**src/rtl/core_seq_ctrl_pkg.sv**
```systemverilog
// Shared types and constants for the core sequencer.
package core_seq_ctrl_pkg;

  typedef enum logic [2:0] {
    StFetch,
    StWaitRsp,
    StExec,
    StCommit,
    StHalt
  } state_e;

  localparam logic [1:0] HaltRun      = 2'd0;
  localparam logic [1:0] HaltEbreak   = 2'd1;
  localparam logic [1:0] HaltFetch    = 2'd2;
  localparam logic [1:0] HaltMisalign = 2'd3;

  localparam logic [31:0] NopInst        = 32'h0000_0013;
  localparam logic [31:0] DefaultResetPc = 32'h8000_0000;

endpackage

```
**src/rtl/core_seq_ctrl.sv**
```systemverilog
// Multi-cycle sequencer: fetch over valid/ready, hold inst for EXU, commit, pick next PC, halt.
module core_seq_ctrl
  import core_seq_ctrl_pkg::*;
#(
  parameter logic [31:0] RESET_PC      = DefaultResetPc,
  parameter int unsigned FETCH_TIMEOUT = 255
) (
  input  logic        clk_i,
  input  logic        rst_ni,
  output logic        imem_req_valid_o,
  input  logic        imem_req_ready_i,
  output logic [31:0] imem_req_addr_o,
  input  logic        imem_rsp_valid_i,
  input  logic [31:0] imem_rsp_data_i,
  input  logic        imem_rsp_err_i,
  output logic [31:0] inst_o,
  input  logic        is_ebreak_i,
  output logic        exu_start_o,
  input  logic        exu_done_i,
  input  logic        exu_wen_i,
  output logic        rf_wen_o,
  input  logic        branch_taken_i,
  input  logic [31:0] branch_target_i,
  output logic [31:0] pc_o,
  output logic [63:0] instret_o,
  output logic        halted_o,
  output logic [1:0]  halt_code_o
);

  localparam logic [15:0] TmoLimit = 16'(FETCH_TIMEOUT);

  state_e      state_q, state_d;
  logic [31:0] pc_q, pc_d;
  logic [31:0] inst_q, inst_d;
  logic [63:0] instret_q, instret_d;
  logic [1:0]  halt_code_q, halt_code_d;
  logic [15:0] tmo_q, tmo_d;
  logic        first_q, first_d;
  // Low for the first cycle out of reset so no request is presented while rst_ni is asserted.
  logic        live_q;

  // Next-state, PC selection, commit bookkeeping and timeout counting.
  always_comb begin
    state_d     = state_q;
    pc_d        = pc_q;
    inst_d      = inst_q;
    instret_d   = instret_q;
    halt_code_d = halt_code_q;
    tmo_d       = tmo_q;
    first_d     = 1'b0;
    unique case (state_q)
      StFetch: begin
        if (live_q && imem_req_ready_i) begin
          state_d = StWaitRsp;
          tmo_d   = '0;
        end
      end
      StWaitRsp: begin
        if (imem_rsp_valid_i) begin
          if (imem_rsp_err_i) begin
            state_d     = StHalt;
            halt_code_d = HaltFetch;
          end else begin
            inst_d  = imem_rsp_data_i;
            state_d = StExec;
            first_d = 1'b1;
          end
        end else begin
          tmo_d = (tmo_q == 16'hFFFF) ? tmo_q : tmo_q + 16'd1;
          if (tmo_d >= TmoLimit) begin
            state_d     = StHalt;
            halt_code_d = HaltFetch;
          end
        end
      end
      StExec: begin
        if (exu_done_i) state_d = StCommit;
      end
      StCommit: begin
        instret_d = instret_q + 64'd1;
        if (is_ebreak_i) begin
          state_d     = StHalt;
          halt_code_d = HaltEbreak;
        end else if (branch_taken_i && (branch_target_i[1:0] != 2'b00)) begin
          state_d     = StHalt;
          halt_code_d = HaltMisalign;
        end else begin
          pc_d    = branch_taken_i ? branch_target_i : pc_q + 32'd4;
          state_d = StFetch;
        end
      end
      StHalt: begin
        state_d = StHalt;
      end
      default: begin
        state_d = StFetch;
      end
    endcase
  end

  // State register with asynchronous active-low reset.
  always_ff @(posedge clk_i or negedge rst_ni) begin
    if (!rst_ni) begin
      state_q     <= StFetch;
      pc_q        <= RESET_PC;
      inst_q      <= NopInst;
      instret_q   <= '0;
      halt_code_q <= HaltRun;
      tmo_q       <= '0;
      first_q     <= 1'b0;
      live_q      <= 1'b0;
    end else begin
      state_q     <= state_d;
      pc_q        <= pc_d;
      inst_q      <= inst_d;
      instret_q   <= instret_d;
      halt_code_q <= halt_code_d;
      tmo_q       <= tmo_d;
      first_q     <= first_d;
      live_q      <= 1'b1;
    end
  end

  // Output decodes from registered state; exu_start and rf_wen live in disjoint states.
  always_comb begin
    imem_req_valid_o = live_q && (state_q == StFetch);
    imem_req_addr_o  = pc_q;
    exu_start_o      = (state_q == StExec) && first_q;
    rf_wen_o         = (state_q == StCommit) && !is_ebreak_i && exu_wen_i;
    inst_o           = inst_q;
    pc_o             = pc_q;
    instret_o        = instret_q;
    halted_o         = (state_q == StHalt);
    halt_code_o      = halt_code_q;
  end

endmodule

```
**config.mk**
```make
export PLATFORM = sky130hd
export DESIGN_NAME = core_seq_ctrl
export DESIGN_NICKNAME = d
export VERILOG_FILES = /design/src/rtl/core_seq_ctrl_pkg.sv /design/src/rtl/core_seq_ctrl.sv
export SDC_FILE = /design/constraint.sdc
export NUM_CORES = 1
export LEC_CHECK = 0
export ABC_AREA = 1
export CORE_ASPECT_RATIO = 1.2
export CORE_MARGIN = 1
export CORE_UTILIZATION = 44
export CTS_CLUSTER_SIZE = 25
export DETAILED_ROUTE_END_ITERATION = 16
export GPL_ROUTABILITY_DRIVEN = 0
export PLACE_DENSITY = 0.88
export SETUP_SLACK_MARGIN = 0.02
export SLEW_MARGIN = 0
export SYNTH_ARGS = -nofsm -noshare
export SYNTH_HDL_FRONTEND = slang
export SYNTH_SLANG_ARGS = --single-unit
export TNS_END_PERCENT = 5
```
**constraint.sdc**
```tcl
create_clock -name clk_i -period 1.8 [get_ports clk_i]
set_input_delay 0.27 -clock clk_i [delete_from_list [all_inputs] [get_ports clk_i]]
set_output_delay 0.27 -clock clk_i [all_outputs]
set_load 0.05 [all_outputs]
```
Word level (Yosys, flattened, before mapping). Cells that the tools add are included.

Add/subtract/negate cells: 3. Magnitude comparators: 1. Equal/unequal tests: 11. Muxes and demuxes: 22. Bitwise operators: 3. Reductions and logical operators: 16.

Operators by type and width (number): $add A64 B1 Y64 const B (1); $mux W16 (3); $add A32 B3 Y32 const B (1); $mux W32 (1); $pmux W16 S2 (1); $mux W3 (7); $add A16 B1 Y16 const B (1); $eq A16 B16 Y1 const B (1); $ge A16 B8 Y1 const B (1); $pmux W3 S5 (1); $reduce_and A3 Y1 (4); $mux W2 (5); $ne A3 B3 Y1 const B (3); $eq A3 B2 Y1 const B (2); $logic_and A1 B1 Y1 (6); $ne A2 B2 Y1 const B (3); $reduce_bool A2 Y1 (3); $pmux W2 S2 (1); $reduce_and A4 Y1 (1); $eq A3 B1 Y1 const B (1); $eq A3 B3 Y1 const B (1); $logic_not A3 Y1 (1); $mux W1 (3); $not A1 Y1 (3); $logic_not A1 Y1 (1).

Register bits: 151. Input bits: 73. Output and inout bits: 166. Word-level logic and storage cells: 64.

Depth between registers and ports, before layout. Gate-level depths: netlist (run 1).

Word-level depth: 6. Gate-level depth with buffers: 14. Mapped depth without buffers: 14.

Least setup slack after synthesis (run 1). Ideal clock, no wire load.

Path kind: reg-to-reg. Start point: reg pc_q[2], in the netlist imem_req_addr_o[2]. End point: reg pc_q[18], in the netlist imem_req_addr_o[18]. Setup time: 0.124 ns. Arrival time: 2.016 ns. Data required time: 1.676 ns. Setup slack: -0.340 ns. Stages on the path, launching flop included: 12. Path buffers: 0. Period minus slack after synthesis: 2.140 ns. Cell sequence: dfrtp_1 ha_1 nand2_1 nor3_2 nand2_1 inv_1 nand2_1 nor2_1 xnor2_1 nand2_1 o211ai_1 nand2_1.

Word-level cells in the longest chain between the ends: 2.

RTL lines: start, declared (RTL line core_seq_ctrl.sv:33) `logic [31:0] pc_q, pc_d;`; start signal, assigned (RTL line core_seq_ctrl.sv:114) `pc_q <= pc_d;`; $add A32 B3 Y32 (RTL line core_seq_ctrl.sv:88) `pc_d = branch_taken_i ? branch_target_i : pc_q + 32'd4;`; $mux W32 (RTL line core_seq_ctrl.sv:88).

No other way between the ends. A chain may end at the register's enable or synchronous reset.

Final worst setup path (run 1).
Start point: reg tmo_q[9]. End point: reg halt_code_q[1], in the netlist halt_code_o[1].

Word-level cells in the longest chain between the ends: 5. Elaborated cells between the ends (all ways): 6. Those cells by class: add/sub (1); order compare (1); eq/ne (2); mux (1); reduce/logical (1).

RTL lines: start, declared (RTL line core_seq_ctrl.sv:37) `logic [15:0] tmo_q, tmo_d;`; start signal, assigned (RTL line core_seq_ctrl.sv:118) `tmo_q <= tmo_d;`; $add A16 B1 Y16 or $eq A16 B16 Y1 (tied branches) (RTL line core_seq_ctrl.sv:69) `tmo_d = (tmo_q == 16'hFFFF) ? tmo_q : tmo_q + 16'd1;`; $mux W16 * (RTL line core_seq_ctrl.sv:69); $ge A16 B8 Y1 * (RTL line core_seq_ctrl.sv:70) `if (tmo_d >= TmoLimit) begin`; $ne A3 B3 Y1 (no line) *; $reduce_and A4 Y1 (no line) *; end signal, assigned (RTL line core_seq_ctrl.sv:108) `halt_code_q <= HaltRun;`; end signal, assigned (RTL line core_seq_ctrl.sv:117) `halt_code_q <= halt_code_d;`; end, declared (RTL line core_seq_ctrl.sv:36) `logic [1:0] halt_code_q, halt_code_d;`.

Mark *: on every way between the ends. The rest lies on a longest branch, timed or not.

==> results of run 1 <==
-- metrics by stage --
| step | std cells | cell area [sq um] |
|---|---|---|
| after floorplan | 1160 | 8772 |
| after global placement | 1779 | 12190 |
| after detailed placement | 1779 | 12190 |
| after CTS | 1818 | 12980 |
| after global routing | 1825 | 13340 |
| final | 1825 | 13340 |
-- synth_stat cells --
| library cell | n |
|---|---|
| a211oi_1 | 2 |
| a21oi_1 | 9 |
| a22o_1 | 1 |
| a31oi_1 | 3 |
| and3_1 | 3 |
| and3b_1 | 1 |
| buf_2 | 2 |
| buf_4 | 32 |
| buf_6 | 1 |
| clkbuf_1 | 13 |
| clkinv_1 | 2 |
| conb_1 | 1 |
| dfrtp_1 | 147 |
| dfstp_2 | 4 |
| ha_1 | 3 |
| inv_1 | 134 |
| inv_2 | 4 |
| nand2_1 | 342 |
| nand2_2 | 9 |
| nand2_4 | 2 |
| nand3_1 | 75 |
| nand3_2 | 2 |
| nand3b_1 | 1 |
| nand4_1 | 27 |
| nand4_2 | 1 |
| nor2_1 | 124 |
| nor2_2 | 9 |
| nor2_4 | 4 |
| nor2_8 | 2 |
| nor3_1 | 50 |
| nor3_2 | 4 |
| nor3_4 | 2 |
| nor4_1 | 3 |
| nor4b_1 | 1 |
| o211ai_1 | 11 |
| o21ai_0 | 34 |
| o21ai_1 | 5 |
| o21bai_1 | 1 |
| o221ai_1 | 5 |
| o22ai_1 | 13 |
| or2_2 | 4 |
| xnor2_1 | 17 |
| xor2_1 | 50 |
-- worst register-to-register path, delay by kind of cell (launching register included) --
family                 cells  cell delay, ns
buffers and inverters      1            0.15
flip-flops                 1            0.44
AND/OR/NAND/NOR           12            1.30
-- final cells by class --
type / count / area [sq um] / area share, %
clock inverter: 15 / 161.4 / 1.210
inverter: 140 / 530.5 / 3.977
tap: 261 / 326.6 / 2.448
sequential: 151 / 3822 / 28.66
clock buffer: 17 / 425.4 / 3.189
multi-input combinational: 821 / 4577 / 34.31
timing repair buffer: 420 / 3496 / 26.21
-- repair_timing --
item / CTS / global route
resized for setup: 76 / 82
pin swaps: 9 / 25
endpoints found under the hold margin: 41 / 0
hold buffers: 1 / 0
setup endpoints to repair: 63 / 70
buffers inserted: 6 / 7
-- registers in the layout (all words and copies together), names as in the netlist --
signal / count
imem_req_addr_o: 32
tmo_q: 16
live_q: 1
first_q: 1
halt_code_o: 2
state_q: 3
inst_o: 32
instret_o: 64
-- final timing paths --
path / startpoint / endpoint / slack (ns) / cells past startpoint
worst max-delay path: tmo_q[9]$_DFFE_PN0P_ / halt_code_o[1]$_DFFE_PN0P_ / -0.22 / 13
worst min-delay path: rst_ni / inst_o[26]$_DFFE_PN0P_ / 0.38 / 2
worst max register to register: tmo_q[9]$_DFFE_PN0P_ / halt_code_o[1]$_DFFE_PN0P_ / -0.22 / 13
worst min register to register: inst_o[3]$_DFFE_PN0P_ / inst_o[3]$_DFFE_PN0P_ / 0.47 / 2
max in group asynchronous: rst_ni / imem_req_addr_o[13]$_DFFE_PN0P_ / 0.75 / 3
min in group clk_i: imem_rsp_data_i[4] / inst_o[4]$_DFFE_PN1P_ / 0.38 / 3
-- per-layer routing --
metal	wire (um)	global-route usage [%]	up-vias	part of all wire (%)
met5	0	0	-	0
li1	-	-	4465	-
met3	2300	5.075	174	7.5
met1	10850	31.85	4670	35
met4	1973	18.17	0	6.4
met2	15740	51.42	603	51
-- cell families after synthesis --
family,count (synthesis)
flops,151
buf+inv,188
other cells,1
fa+ha+maj,3
simple gates,666
xor+xnor,67
compound gates,84
-- where the power goes --
part / leakage [nW] / internal [mW] / total [mW] / switching [mW]
clock: 0.284 / 1.97 / 3.58 / 1.62
combinational: 4.35 / 3.34 / 10.4 / 7.05
sequential: 1.91 / 4.37 / 5.19 / 0.820
==> results.txt, run 1 <==
most common cell after layout, fill and taps aside -> nand2_1
total CTS buffers -> 17
htree depth -> 4
CTS Buffer Depth -> 2
fraction of final layout cells sized beyond drive strength 1 -> 33.31%
core area -> 19480 sq um
critical path's top delay family -> simple AND/OR/NAND/NOR gates
status -> finished, violations left
Fin Setup TNS -> -1.437 ns
crit path DAT -> 2.32 ns
Seq cells post-synth -> 151
failing checks -> negative setup slack
Tcrit/Tclk final -> 112.1%
cell mode on critical path -> nand2_1
f_max -> 495.5 MHz
post-synthesis sequential area ratio -> 43.48%
Mapped Avg Cell Area -> 7.502 sq um
via count -> 9912
largest net degree at the start of global routing -> 49
count of final hold-check violations -> 0
Post-Synth Simple-Gate Area -> 33.98%
Final nets -> 1627
initial drt markers -> 881
die area -> 20350 sq um
Buffers on Ports -> 238
multiplexer share of the synthesized area -> 0%
Mapped Area -> 8702 sq um
largest stage delay on the critical path -> 0.44 ns
die height -> 156.1 um
top post-synthesis cells by area -> dfrtp_1 42%, nand2_1 15%, inv_1 5.8%
fill count -> 1461
Vias/cell -> 5.431
CP required -> 2.11 ns
Setup WS post-layout -> -0.2184 ns
hold slack final -> 0.3752 ns
Core Util, Final -> 68.48%
Slew Limit Fails -> 0
final WL -> 30860 um
Power Total -> 19.16 mW
ANT nets after route -> 0
worst-skew pair later-pin latency -> 0.43 ns
relative slew slack -> 65.41%
commonest cells after routing, fill and taps aside -> 330 x nand2_1, 307 x buf_4, 128 x inv_1
max-cap violations -> 0
pre-CTS WS -> -0.1822 ns
wire length per cell -> 16.91 um
Synthesized Nets -> 1236
Peak supply drop -> 1.044 mV
slowest stage cell, crit path -> dfrtp_1
clk slew on worst S/H paths -> 0.07 ns
Pwr per Cell Area -> 1436 nW/um^2
Area growth syn-to-layout -> 53.28%
CP Launch Type -> flip-flop
fraction of the mapped netlist area in adder cells -> 0.4313%
gr usage total -> 29.04%
P_leak -> 6.545 nW
post-synth top area share -> 42.27%
Ports -> 239
hpwl dp -> 21790 um
area leader, netlist -> dfrtp_1
Worst Skew -> 0.01521 ns
CP Max Fanout -> 10
drt drc -> 0
Critical Setup Path Class -> reg2reg
drt pass-1 iters -> 9
largest family of logic cells by synthesized area -> simple AND/OR/NAND/NOR gates
grt total ovfl -> 0
clk sinks -> 151
Yosys cell types -> 43
cell row count -> 56
CTS tree -> built
die width -> 130.4 um
vias in the first global route -> 9472
first-pass GRT wire length -> 45860 um
CP bufs+invs -> 1
CP Capture Type -> flip-flop
count of final setup violators -> 20
starting density of the core -> 44.67%
RSZ-0062 raised after global routing -> true
cells along the critical path -> nand2_1, nor2_2, nand2_2, inv_2, nand2_8, nand2_2, nand2_1, nor2_1, nand3_1, nand3_2, nand2_1, nand2_1, nand2_1
Slew @ Worst Pin -> 0.5209 ns
initial antenna violation count -> 0
Ant. Diodes -> 0
post-synthesis compound-gate area fraction -> 5.723%
Synth Warn # -> 0
Final min period -> 2.018 ns
min-delay worst type -> in2async
Cells after Synth -> 1160
xor and xnor area share after synthesis -> 6.743%
clk root buf -> clkbuf_16
Power figures use the tool's default switching activity.
==> inputs of run 2 (changes only) <==
--- a/config.mk
+++ b/config.mk
@@ -6,13 +6,13 @@
 export NUM_CORES = 1
 export LEC_CHECK = 0
 export ABC_AREA = 1
-export CORE_ASPECT_RATIO = 1.2
+export CORE_ASPECT_RATIO = 1.75
 export CORE_MARGIN = 1
 export CORE_UTILIZATION = 44
 export CTS_CLUSTER_SIZE = 25
 export DETAILED_ROUTE_END_ITERATION = 16
 export GPL_ROUTABILITY_DRIVEN = 0
-export PLACE_DENSITY = 0.88
+export PLACE_DENSITY = 0.78
 export SETUP_SLACK_MARGIN = 0.02
 export SLEW_MARGIN = 0
 export SYNTH_ARGS = -nofsm -noshare
==> run 2 against run 1 <==
- the flow still finishes with violations (negative setup slack)
- first-iteration DRC count decreased by 23%
- combinational power about the same
- clock-buffer cell count increased by 3
- final area decreased by 0.72%
- flip-flop and latch count unchanged
- hold slack got worse by 0.074 ns
- register-to-register slack about the same
- critical endpoint unchanged
==> results.txt, run 2 (synthesis results as in run 1) <==
relative slew slack -> 64.92% (-0.50 points)
P_leak -> 6.557 nW (+0.19%)
f_max -> 499.1 MHz (+0.73%)
Buffers on Ports -> 238 (unchanged)
Cells after DPL -> 1744 (-2.0%)
fraction of final layout cells sized beyond drive strength 1 -> 33.23% (-0.086 points)
Area growth syn-to-layout -> 52.18%
clk root buf -> clkbuf_16
Final nets -> 1611 (-0.98%)
Slew Limit Fails -> 0 (unchanged)
htree depth -> 4 (unchanged)
slowest stage cell, crit path -> dfrtp_1
max reg flops -> 64 (unchanged)
CP Launch Type -> flip-flop
Pwr per Cell Area -> 1477 nW/um^2 (+2.9%)
cell row count -> 67 (+20%)
core area -> 19280 sq um (-1.0%)
vias in the first global route -> 9489 (+0.18%)
most common cell after layout, fill and taps aside -> nand2_1
initial drt markers -> 677 (-23%)
status -> finished, violations left
worst-skew pair later-pin latency -> 0.44 ns (about the same)
max-cap violations -> 0 (unchanged)
drt drc -> 0 (unchanged)
die height -> 188.0 um (+20%)
final WL -> 31260 um (+1.3%)
gr usage total -> 30.17% (+1.1 points)
count of final setup violators -> 19 (-5.0%)
first-pass GRT wire length -> 47060 um (+2.6%)
largest net degree at the start of global routing -> 65 (+33%)
die area -> 20370 sq um (about the same)
fill count -> 1507 (+3.1%)
initial antenna violation count -> 0 (unchanged)
largest stage delay on the critical path -> 0.44 ns (about the same)
via count -> 9494 (-4.2%)
failing checks -> negative setup slack
Tcrit/Tclk final -> 111.3% (-0.81 points)
Vias/cell -> 5.310 (-2.2%)
total CTS buffers -> 17 (unchanged)
Worst Skew -> 0.008876 ns (-0.006329 ns)
RSZ-0062 raised after global routing -> true
Final min period -> 2.004 ns (-0.01463 ns)
cells along the critical path -> nand2_1, nor2_4, nand2_2, inv_1, nand2_4, nand2_1, nand2_2, nor2_2, nand3_1, nand3_2, nand2_2, nand2_1, nand2_1
drt pass-1 iters -> 9 (unchanged)
commonest cells after routing, fill and taps aside -> 324 x nand2_1, 299 x buf_4, 129 x inv_1
pre-CTS WS -> -0.1592 ns (+0.02292 ns)
clk slew on worst S/H paths -> 0.07 ns (about the same)
Setup WS post-layout -> -0.2037 ns (+0.01463 ns)
Peak supply drop -> 1.363 mV (+31%)
Slew @ Worst Pin -> 0.5283 ns (+0.007473 ns)
Critical Setup Path Class -> reg2reg
Power Total -> 19.56 mW (+2.1%)
CTS tree -> built
r2r setup slk -> -0.20 ns (about the same)
count of final hold-check violations -> 0 (unchanged)
die width -> 108.3 um (-17%)
clk sinks -> 151 (unchanged)
grt total ovfl -> 0 (unchanged)
cell mode on critical path -> nand2_1
crit path DAT -> 2.33 ns (about the same)
hpwl dp -> 22430 um (+2.9%)
CP Capture Type -> flip-flop
CTS Buffer Depth -> 2 (unchanged)
Ant. Diodes -> 0 (unchanged)
CP required -> 2.12 ns (about the same)
Ports -> 239 (unchanged)
min-delay worst type -> in2async
starting density of the core -> 45.13% (+0.46 points)
wire length per cell -> 17.48 um (+3.4%)
ANT nets after route -> 0 (unchanged)
Finished Layout Cells -> 1788 (-2.0%)
CP Max Fanout -> 7 (-3)
[run 2: changes by cell type in the layout (fill, tap and decap cells not counted), sizes merged]
cell / delta
buf: -8
dlygate4sd2: -8
inv: -7
bufinv: +3
clkbuf: +3
[run 2: cell type report]
class	count	area (sq um)	area share, %
clock buffer	20	466.7	3.524
clock inverter	11	171.4	1.294
inverter	140	528.0	3.987
multi-input combinational	821	4572	34.52
sequential	151	3824	28.87
tap	241	301.5	2.277
timing repair buffer	404	3379	25.52
[run 2: metal layers]
layer,wire length [um],up-vias,track usage (%)
li1,-,4431,-
met1,10510,4475,28.98
met2,17040,433,55.81
met3,1550,155,5.179
met4,2158,0,22.04
met5,0,-,0
[run 2: worst paths after layout]
check / endpoint / start / depth (start not counted)
worst min-delay path: tmo_q[4]$_DFFE_PN0P_ / rst_ni / 2
max in group asynchronous: instret_o[20]$_DFFE_PN0P_ / rst_ni / 3
min in group clk_i: inst_o[0]$_DFFE_PN1P_ / imem_rsp_data_i[0] / 3
worst max register to register: halt_code_o[1]$_DFFE_PN0P_ / tmo_q[9]$_DFFE_PN0P_ / 13
worst min register to register: inst_o[0]$_DFFE_PN1P_ / inst_o[0]$_DFFE_PN1P_ / 2
worst max-delay path: halt_code_o[1]$_DFFE_PN0P_ / tmo_q[9]$_DFFE_PN0P_ / 13
[run 2: worst max-delay path, delay by kind of cell, from the launching register on]
| kind | cells | cell delay [ns] |
|---|---|---|
| buffers and inverters | 1 | 0.11 |
| flip-flops | 1 | 0.44 |
| AND/OR/NAND/NOR | 12 | 1.34 |
[run 2: through the flow]
stage | cell area [sq um] | setup TNS (ns) | hold slack [ns] | util [%]
after detailed placement | 12060 | -1.890 | 0.1980 | 62.52
after floorplan | 8772 | -1.696 | -0.02559 | -
final | 13240 | -1.156 | 0.3009 | 68.68
after global routing | 13240 | -4.672 | 0.3404 | 68.68
after CTS | 12830 | -0.4901 | 0.3049 | 66.56
after global placement | 12060 | -0.6347 | 0.1919 | 62.52
[run 2: repair_timing]
| item | 4_1_cts | 5_1_grt |
|---|---|---|
| hold buffers | 1 | 0 |
| endpoints found under the setup margin | 58 | 89 |
| gates resized for setup | 55 | 94 |
| endpoints found under the hold margin | 30 | 0 |
| pin swaps | 9 | 21 |
| setup buffers | 3 | 9 |
[run 2: power by group]
| part | switching [mW] | internal [mW] | total [mW] | leakage, nW |
|---|---|---|---|---|
| Clock | 1.49 | 2.43 | 3.91 | 0.308 |
| Sequential | 0.881 | 4.37 | 5.25 | 1.91 |
| Combinational | 7.07 | 3.33 | 10.4 | 4.34 |
| Total | 9.43 | 10.1 | 19.6 | 6.56 |
